### src/rtl/vec_pkg.sv
// Shared vector-processor constants: op indices, per-op result byte counts and
// the result serializer state encoding.
package vec_pkg;

    localparam int RES_W_DEFAULT = 32;
    localparam int SHIFT_W       = 32;

    localparam int OP_READ = 0;
    localparam int OP_SUM  = 1;
    localparam int OP_AVG  = 2;
    localparam int OP_EUC  = 3;
    localparam int OP_MAN  = 4;
    localparam int OP_DOT  = 5;

    localparam logic [2:0] BYTES_READ = 3'd1;
    localparam logic [2:0] BYTES_SUM  = 3'd2;
    localparam logic [2:0] BYTES_AVG  = 3'd1;
    localparam logic [2:0] BYTES_EUC  = 3'd2;
    localparam logic [2:0] BYTES_MAN  = 3'd3;
    localparam logic [2:0] BYTES_DOT  = 3'd4;

    typedef enum logic [2:0] {
        S_IDLE,
        S_LOAD,
        S_ISSUE,
        S_WAIT_ACCEPT,
        S_WAIT_DONE
    } ser_state_t;

endpackage

### src/rtl/result_mux.sv
// Priority one-hot result select (lowest enables index wins); returns the
// selected result word and how many of its low bytes are meaningful.
module result_mux
    import vec_pkg::*;
#(
    parameter int RES_W = RES_W_DEFAULT
) (
    input  logic [5:0]       i_enables,
    input  logic [RES_W-1:0] i_read_res,
    input  logic [RES_W-1:0] i_sum_res,
    input  logic [RES_W-1:0] i_avg_res,
    input  logic [RES_W-1:0] i_euc_res,
    input  logic [RES_W-1:0] i_man_res,
    input  logic [RES_W-1:0] i_dot_res,
    output logic [RES_W-1:0] o_word,
    output logic [2:0]       o_bytes
);

    always_comb begin
        // NOTE: every output gets a default before the if-chain so no path leaves it unassigned (no latch).
        o_word  = '0;
        o_bytes = 3'd0;
        if (i_enables[OP_READ]) begin
            o_word  = i_read_res;
            o_bytes = BYTES_READ;
        end else if (i_enables[OP_SUM]) begin
            o_word  = i_sum_res;
            o_bytes = BYTES_SUM;
        end else if (i_enables[OP_AVG]) begin
            o_word  = i_avg_res;
            o_bytes = BYTES_AVG;
        end else if (i_enables[OP_EUC]) begin
            o_word  = i_euc_res;
            o_bytes = BYTES_EUC;
        end else if (i_enables[OP_MAN]) begin
            o_word  = i_man_res;
            o_bytes = BYTES_MAN;
        end else if (i_enables[OP_DOT]) begin
            o_word  = i_dot_res;
            o_bytes = BYTES_DOT;
        end
    end

endmodule

### src/rtl/result_tx_serializer.sv
// Serializes the selected operation result MSB-first over the UART TX handshake.
// Optional per-byte watchdog enabled by defining TX_TIMEOUT_EN.
module result_tx_serializer
    import vec_pkg::*;
#(
    parameter int RES_W          = RES_W_DEFAULT,
    parameter int TIMEOUT_CYCLES = 2_000_000
) (
    input  logic             clk,
    input  logic             reset,
    input  logic             tx_start,
    input  logic [5:0]       enables,
    input  logic [RES_W-1:0] read_res,
    input  logic [RES_W-1:0] sum_res,
    input  logic [RES_W-1:0] avg_res,
    input  logic [RES_W-1:0] euc_res,
    input  logic [RES_W-1:0] man_res,
    input  logic [RES_W-1:0] dot_res,
    input  logic             uart_ready,
    output logic             uart_valid,
    output logic [7:0]       uart_data,
    output logic             tx_sent,
    output logic             busy,
    output logic             timeout_err
);

    ser_state_t         r_state;
    ser_state_t         w_state_next;
    logic [SHIFT_W-1:0] r_shift;
    logic [2:0]         r_remaining;
    logic               r_tx_sent;
    logic [RES_W-1:0]   w_mux_word;
    logic [2:0]         w_mux_bytes;
    logic               w_accept;
    logic               w_shift_en;
    logic               w_finish;
    logic               w_abort;

    result_mux #(.RES_W(RES_W)) u_result_mux (
        .i_enables  (enables),
        .i_read_res (read_res),
        .i_sum_res  (sum_res),
        .i_avg_res  (avg_res),
        .i_euc_res  (euc_res),
        .i_man_res  (man_res),
        .i_dot_res  (dot_res),
        .o_word     (w_mux_word),
        .o_bytes    (w_mux_bytes)
    );

`ifdef TX_TIMEOUT_EN
    localparam int TIMER_W = $clog2(TIMEOUT_CYCLES + 1);

    logic [TIMER_W-1:0] r_timer;
    logic               r_timeout_err;
    logic               w_timeout_hit;

    assign w_timeout_hit = ((r_state == S_WAIT_ACCEPT) || (r_state == S_WAIT_DONE))
                           && (r_timer == TIMER_W'(TIMEOUT_CYCLES - 1));

    always_ff @(posedge clk) begin
        if (reset) begin
            r_timer       <= '0;
            r_timeout_err <= 1'b0;
        end else begin
            // Counts only while waiting on the UART; each new byte restarts the budget.
            if ((r_state == S_WAIT_ACCEPT) || (r_state == S_WAIT_DONE))
                r_timer <= r_timer + 1'b1;
            else
                r_timer <= '0;
            if (w_timeout_hit)
                r_timeout_err <= 1'b1;
        end
    end

    assign timeout_err = r_timeout_err;
`else
    assign timeout_err = 1'b0;
`endif

    always_ff @(posedge clk) begin
        if (reset)
            r_state <= S_IDLE;
        else
            r_state <= w_state_next;
    end

    always_comb begin
        w_state_next = r_state;
        uart_valid   = 1'b0;
        w_accept     = 1'b0;
        w_shift_en   = 1'b0;
        w_finish     = 1'b0;
        w_abort      = 1'b0;
        case (r_state)
            S_IDLE: begin
                // A start coinciding with the tx_sent pulse is dropped.
                if (tx_start && !r_tx_sent) begin
                    w_accept     = 1'b1;
                    w_state_next = S_LOAD;
                end
            end
            S_LOAD: begin
                if (r_remaining == 3'd0) begin
                    w_finish     = 1'b1;
                    w_state_next = S_IDLE;
                end else begin
                    w_state_next = S_ISSUE;
                end
            end
            S_ISSUE: begin
                if (uart_ready) begin
                    uart_valid   = 1'b1;
                    w_state_next = S_WAIT_ACCEPT;
                end
            end
            S_WAIT_ACCEPT: begin
                if (!uart_ready)
                    w_state_next = S_WAIT_DONE;
            end
            S_WAIT_DONE: begin
                if (uart_ready) begin
                    w_shift_en = 1'b1;
                    if (r_remaining == 3'd1) begin
                        w_finish     = 1'b1;
                        w_state_next = S_IDLE;
                    end else begin
                        w_state_next = S_ISSUE;
                    end
                end
            end
            default: w_state_next = S_IDLE;
        endcase
`ifdef TX_TIMEOUT_EN
        if (w_timeout_hit) begin
            w_shift_en   = 1'b0;
            w_abort      = 1'b1;
            w_finish     = 1'b1;
            w_state_next = S_IDLE;
        end
`endif
    end

    always_ff @(posedge clk) begin
        if (reset) begin
            r_shift     <= '0;
            r_remaining <= 3'd0;
            r_tx_sent   <= 1'b0;
        end else begin
            // NOTE: non-blocking assignments so every register here sees pre-edge values.
            r_tx_sent <= w_finish;
            if (w_accept) begin
                r_shift     <= SHIFT_W'(w_mux_word);
                r_remaining <= w_mux_bytes;
            end else if (r_state == S_LOAD) begin
                // Left-align so the first byte to send lands in [31:24].
                case (r_remaining)
                    3'd1:    r_shift <= r_shift << 24;
                    3'd2:    r_shift <= r_shift << 16;
                    3'd3:    r_shift <= r_shift << 8;
                    default: r_shift <= r_shift;
                endcase
            end else if (w_abort) begin
                r_shift     <= '0;
                r_remaining <= 3'd0;
            end else if (w_shift_en) begin
                r_shift     <= r_shift << 8;
                r_remaining <= r_remaining - 3'd1;
            end
        end
    end

    assign uart_data = r_shift[SHIFT_W-1 -: 8];
    assign tx_sent   = r_tx_sent;
    assign busy      = (r_state != S_IDLE);

endmodule

### config.mk
export PLATFORM = sky130hd
export DESIGN_NAME = result_tx_serializer
export DESIGN_NICKNAME = d
export VERILOG_FILES = /design/src/rtl/vec_pkg.sv /design/src/rtl/result_mux.sv /design/src/rtl/result_tx_serializer.sv
export SDC_FILE = /design/constraint.sdc
export NUM_CORES = 1
export LEC_CHECK = 0
export BUFFER_PORTS_ARGS = -buffer_cell sky130_fd_sc_hd__buf_2
export CORE_MARGIN = 5
export CORE_UTILIZATION = 30
export CTS_CLUSTER_SIZE = 20
export DETAILED_ROUTE_END_ITERATION = 16
export GPL_ROUTABILITY_DRIVEN = 1
export PLACE_DENSITY_LB_ADDON = 0.12
export SLEW_MARGIN = 30
export SYNTH_ARGS = -nofsm -noshare
export SYNTH_HDL_FRONTEND = slang
export SYNTH_HIERARCHICAL = 1
export SYNTH_SLANG_ARGS = --single-unit
### constraint.sdc
create_clock -name clk -period 2.1 [get_ports clk]
set_clock_uncertainty 0.05 [all_clocks]
set_input_delay 0.21 -clock clk [delete_from_list [all_inputs] [get_ports clk]]
set_output_delay 0.21 -clock clk [all_outputs]
set_load 0.02 [all_outputs]
==> results.sh <==
export IMPL_gp_congestion=0.844
export IMPL_critPathRequiredTime_ps=2240
export IMPL_syn2layout_area_growth_pct=33.5
export IMPL_netlist_top_cells_area="dfxtp_1, a221o_1, a2111oi_0, nand3b_1, nor2b_1"
export IMPL_hpwl_mm=14.7
export IMPL_die_x_um=129
export IMPL_critPathMaxFanout=8
export IMPL_cap_violations=0
export IMPL_cts_max_path_buffers=2
export IMPL_clock_sinks=39
export IMPL_htreeDepth=2
export IMPL_setup_tns_ps=0
export IMPL_syn_inst=532
export IMPL_tightest_slew_ps=565
export IMPL_outcome="complete, no violations"
export IMPL_finalPower_mw=4.39
export IMPL_dp_cells=887
export IMPL_yosys_area_top_type_share=0.185
export IMPL_irDropWorstVdd_uv=392
export IMPL_port_buffers=212
export IMPL_final_area_mm2=0.00563
export IMPL_io_pin_count=214
export IMPL_synth_nets=739
export IMPL_viasPerCell=5.82
export IMPL_netlist_area_mm2=0.00422
export IMPL_start_util=0.305
export IMPL_endpoint_kind="register"
export IMPL_clock_latency_ps=290
export IMPL_cp_slowest_stage_delay_ps=380
export IMPL_setup_slack_ps=148
export IMPL_cp_depth=7
export IMPL_switching_share=0.427
export IMPL_power_frac_clock=0.203
export IMPL_pwr_share_comb=0.529
export IMPL_fin_crit_sh=0.930
export IMPL_hp_class="primary input to register"
export IMPL_final_common_cell="buf_2"
export IMPL_clock_tree_root_cell="clkbuf_16"
export IMPL_ys_types=48
export IMPL_fin_cells=895
export IMPL_synth_largest_area_cell="dfxtp_1"
export IMPL_nets=921
export IMPL_setup_viol=0
export IMPL_fmax_mhz=512
export IMPL_slew_violations=0
export IMPL_die_height_um=129
export IMPL_path_class="register to register"
export IMPL_grtUsageTotal=0.219
export IMPL_place_area_mm2=0.00543
export IMPL_hold_start="uart_ready"
export IMPL_whs_endpoint="r_state[2]$_SDFFE_PP0P_"
export IMPL_clk_pin_slew_ps=60
export IMPL_core_area_mm2=0.0138
export IMPL_wl_per_cell_um=20.8
export IMPL_vias=5207
export IMPL_first_iter_violations=239
export IMPL_cts_hold_buf=0
export IMPL_p_leak_nw=2.40
export IMPL_first_global_vias=5208
export IMPL_finalCriticalPeriod_ps=1950
export IMPL_holdWs_ps=113
export IMPL_ys_async_sr_fraction=0
export IMPL_post_cts_buffers=0
export IMPL_internal_power_mw=2.52
export IMPL_power_frac_seq=0.268
export IMPL_critical_path_cell_chain="inv_1 -> ha_1 -> o21ba_2 -> nor3b_1 -> a2111oi_2 -> buf_4 -> o41ai_2"
export IMPL_antenna_found_initial=0
export IMPL_synth_seq_cells=39
export IMPL_fillers=1442
export IMPL_slowest_stage="dfxtp_1"
export IMPL_hold_violations=0
export IMPL_n_antenna_cell=0
export IMPL_grt_pass1_wl_mm=28.9
export IMPL_drtAntennaViolNets=0
export IMPL_r2r_end="r_shift[24]$_SDFFE_PP0P_"
export IMPL_die_area_mm2=0.0165
export IMPL_cts_tree="built"
export IMPL_grt_max_degree=65
export IMPL_power_density_mw_per_mm2=779
export IMPL_synth_seq_area_share=0.185
export IMPL_drive_gt1_frac=0.393
export IMPL_worstPathArrival_ps=2090
export IMPL_crit_family="compound AO/OA/AOI/OAI gates"
export IMPL_wirelength_mm=18.7
export IMPL_overflow=0
export IMPL_min_delay_path_depth=2
export IMPL_placement_rows=43
export IMPL_worstRegToRegCells=7
export IMPL_avgSynthCellArea_um2=7.93
export IMPL_synth_edf_count=0
export IMPL_cp_buffers_inverters=2
export IMPL_final_core_utilization=0.407
export IMPL_yosys_warnings=6
export IMPL_switchingPower_mw=1.87
export IMPL_regToRegSetupSlack_ps=150
export IMPL_cts_buffers=5
export IMPL_final_cell_mix="buf_2, a221o_1, nor2_1"
export IMPL_firstDrtPassIters=5
export IMPL_drc_errors=0
export IMPL_synth_flop_cell="dfxtp_1"
export IMPL_cp_start_kind="register"
export IMPL_slew_headroom=0.622
export IMPL_place_ws_ps=-52.1
export IMPL_timing_rr_start="r_remaining[0]$_SDFFE_PP0P_"
==> kinds of logic (layout without fill, tap and decap cells) <==
group           after synthesis  count (layout)  synth area share
compound gates              186             186             0.401
fa+ha+maj                     5               5            0.0148
buf+inv                      82             265             0.103
other cells                   1               1          0.000889
flops                        39              39             0.185
simple gates                218             218             0.293
mux                           1               1           0.00237
==> per-layer routing <==
layer,track usage,wire (µm)
met1,0.293,8080
met2,0.366,9050
met3,0.0444,1240
met4,0.0476,297
met5,0,0
==> worst max-delay path by stage <==
stage	start	endpoint	slack, ps
floorplan	r_remaining[0]$_SDFFE_PP0P_	r_shift[23]$_SDFFE_PP0P_	170
global placement	r_remaining[0]$_SDFFE_PP0P_	r_shift[24]$_SDFFE_PP0P_	-1
detailed placement	r_remaining[0]$_SDFFE_PP0P_	r_shift[24]$_SDFFE_PP0P_	-50
CTS	r_remaining[0]$_SDFFE_PP0P_	r_shift[26]$_SDFFE_PP0P_	20
global route	r_remaining[0]$_SDFFE_PP0P_	r_shift[24]$_SDFFE_PP0P_	-5
finish	r_remaining[0]$_SDFFE_PP0P_	r_shift[24]$_SDFFE_PP0P_	150
==> synthesized netlist by cell type (4+ instances only) <==
library cell  count
inv_1             7
a2111oi_0        39
nor2_1           58
o41ai_2          10
o41ai_1           6
ha_1              5
a221oi_1         10
clkbuf_1         33
buf_2            18
a22oi_1          10
nand2b_1          5
nor2b_1          37
a32oi_1           8
and3_1            7
a221o_1          64
o31ai_1           7
o21ai_0           4
nand4_1          17
buf_6             7
nand2_1          37
dfxtp_1          39
a211oi_1          5
nor3_1            4
buf_4            14
nor3b_1           7
a21oi_1          13
nand3b_1         33
==> power groups by stage <==
| stage | Sequential, mW | Combinational [mW] | Clock, mW |
|---|---|---|---|
| floorplan | 1.08 | 1.52 | 0 |
| global placement | 1.17 | 2.22 | 0 |
| detailed placement | 1.18 | 2.27 | 0 |
| CTS | 1.17 | 2.29 | 0.909 |
| global route | 1.19 | 2.55 | 0.937 |
| finish | 1.17 | 2.32 | 0.891 |
==> cell type report <==
| cell class | count | area, µm² | share of cell area |
|---|---|---|---|
| Tap cell | 180 | 225 | 0.0400 |
| Timing Repair Buffer | 249 | 1390 | 0.247 |
| Sequential cell | 39 | 781 | 0.139 |
| Inverter | 8 | 30.0 | 0.00533 |
| Clock inverter | 3 | 46.3 | 0.00822 |
| Multi-Input combinational cell | 411 | 3040 | 0.539 |
| Clock buffer | 5 | 125 | 0.0222 |
==> sequential cells by signal (all words and copies together), names as in the netlist <==
name and cells:
r_remaining 3, r_shift 32, r_state 3, tx_sent 1
==> repair_timing <==
action,4_1_cts,5_1_grt
resized for setup,3,9
endpoints found under the setup margin,16,15
cloned,0,0
Note: power is estimated with default switching activity, not from simulation.
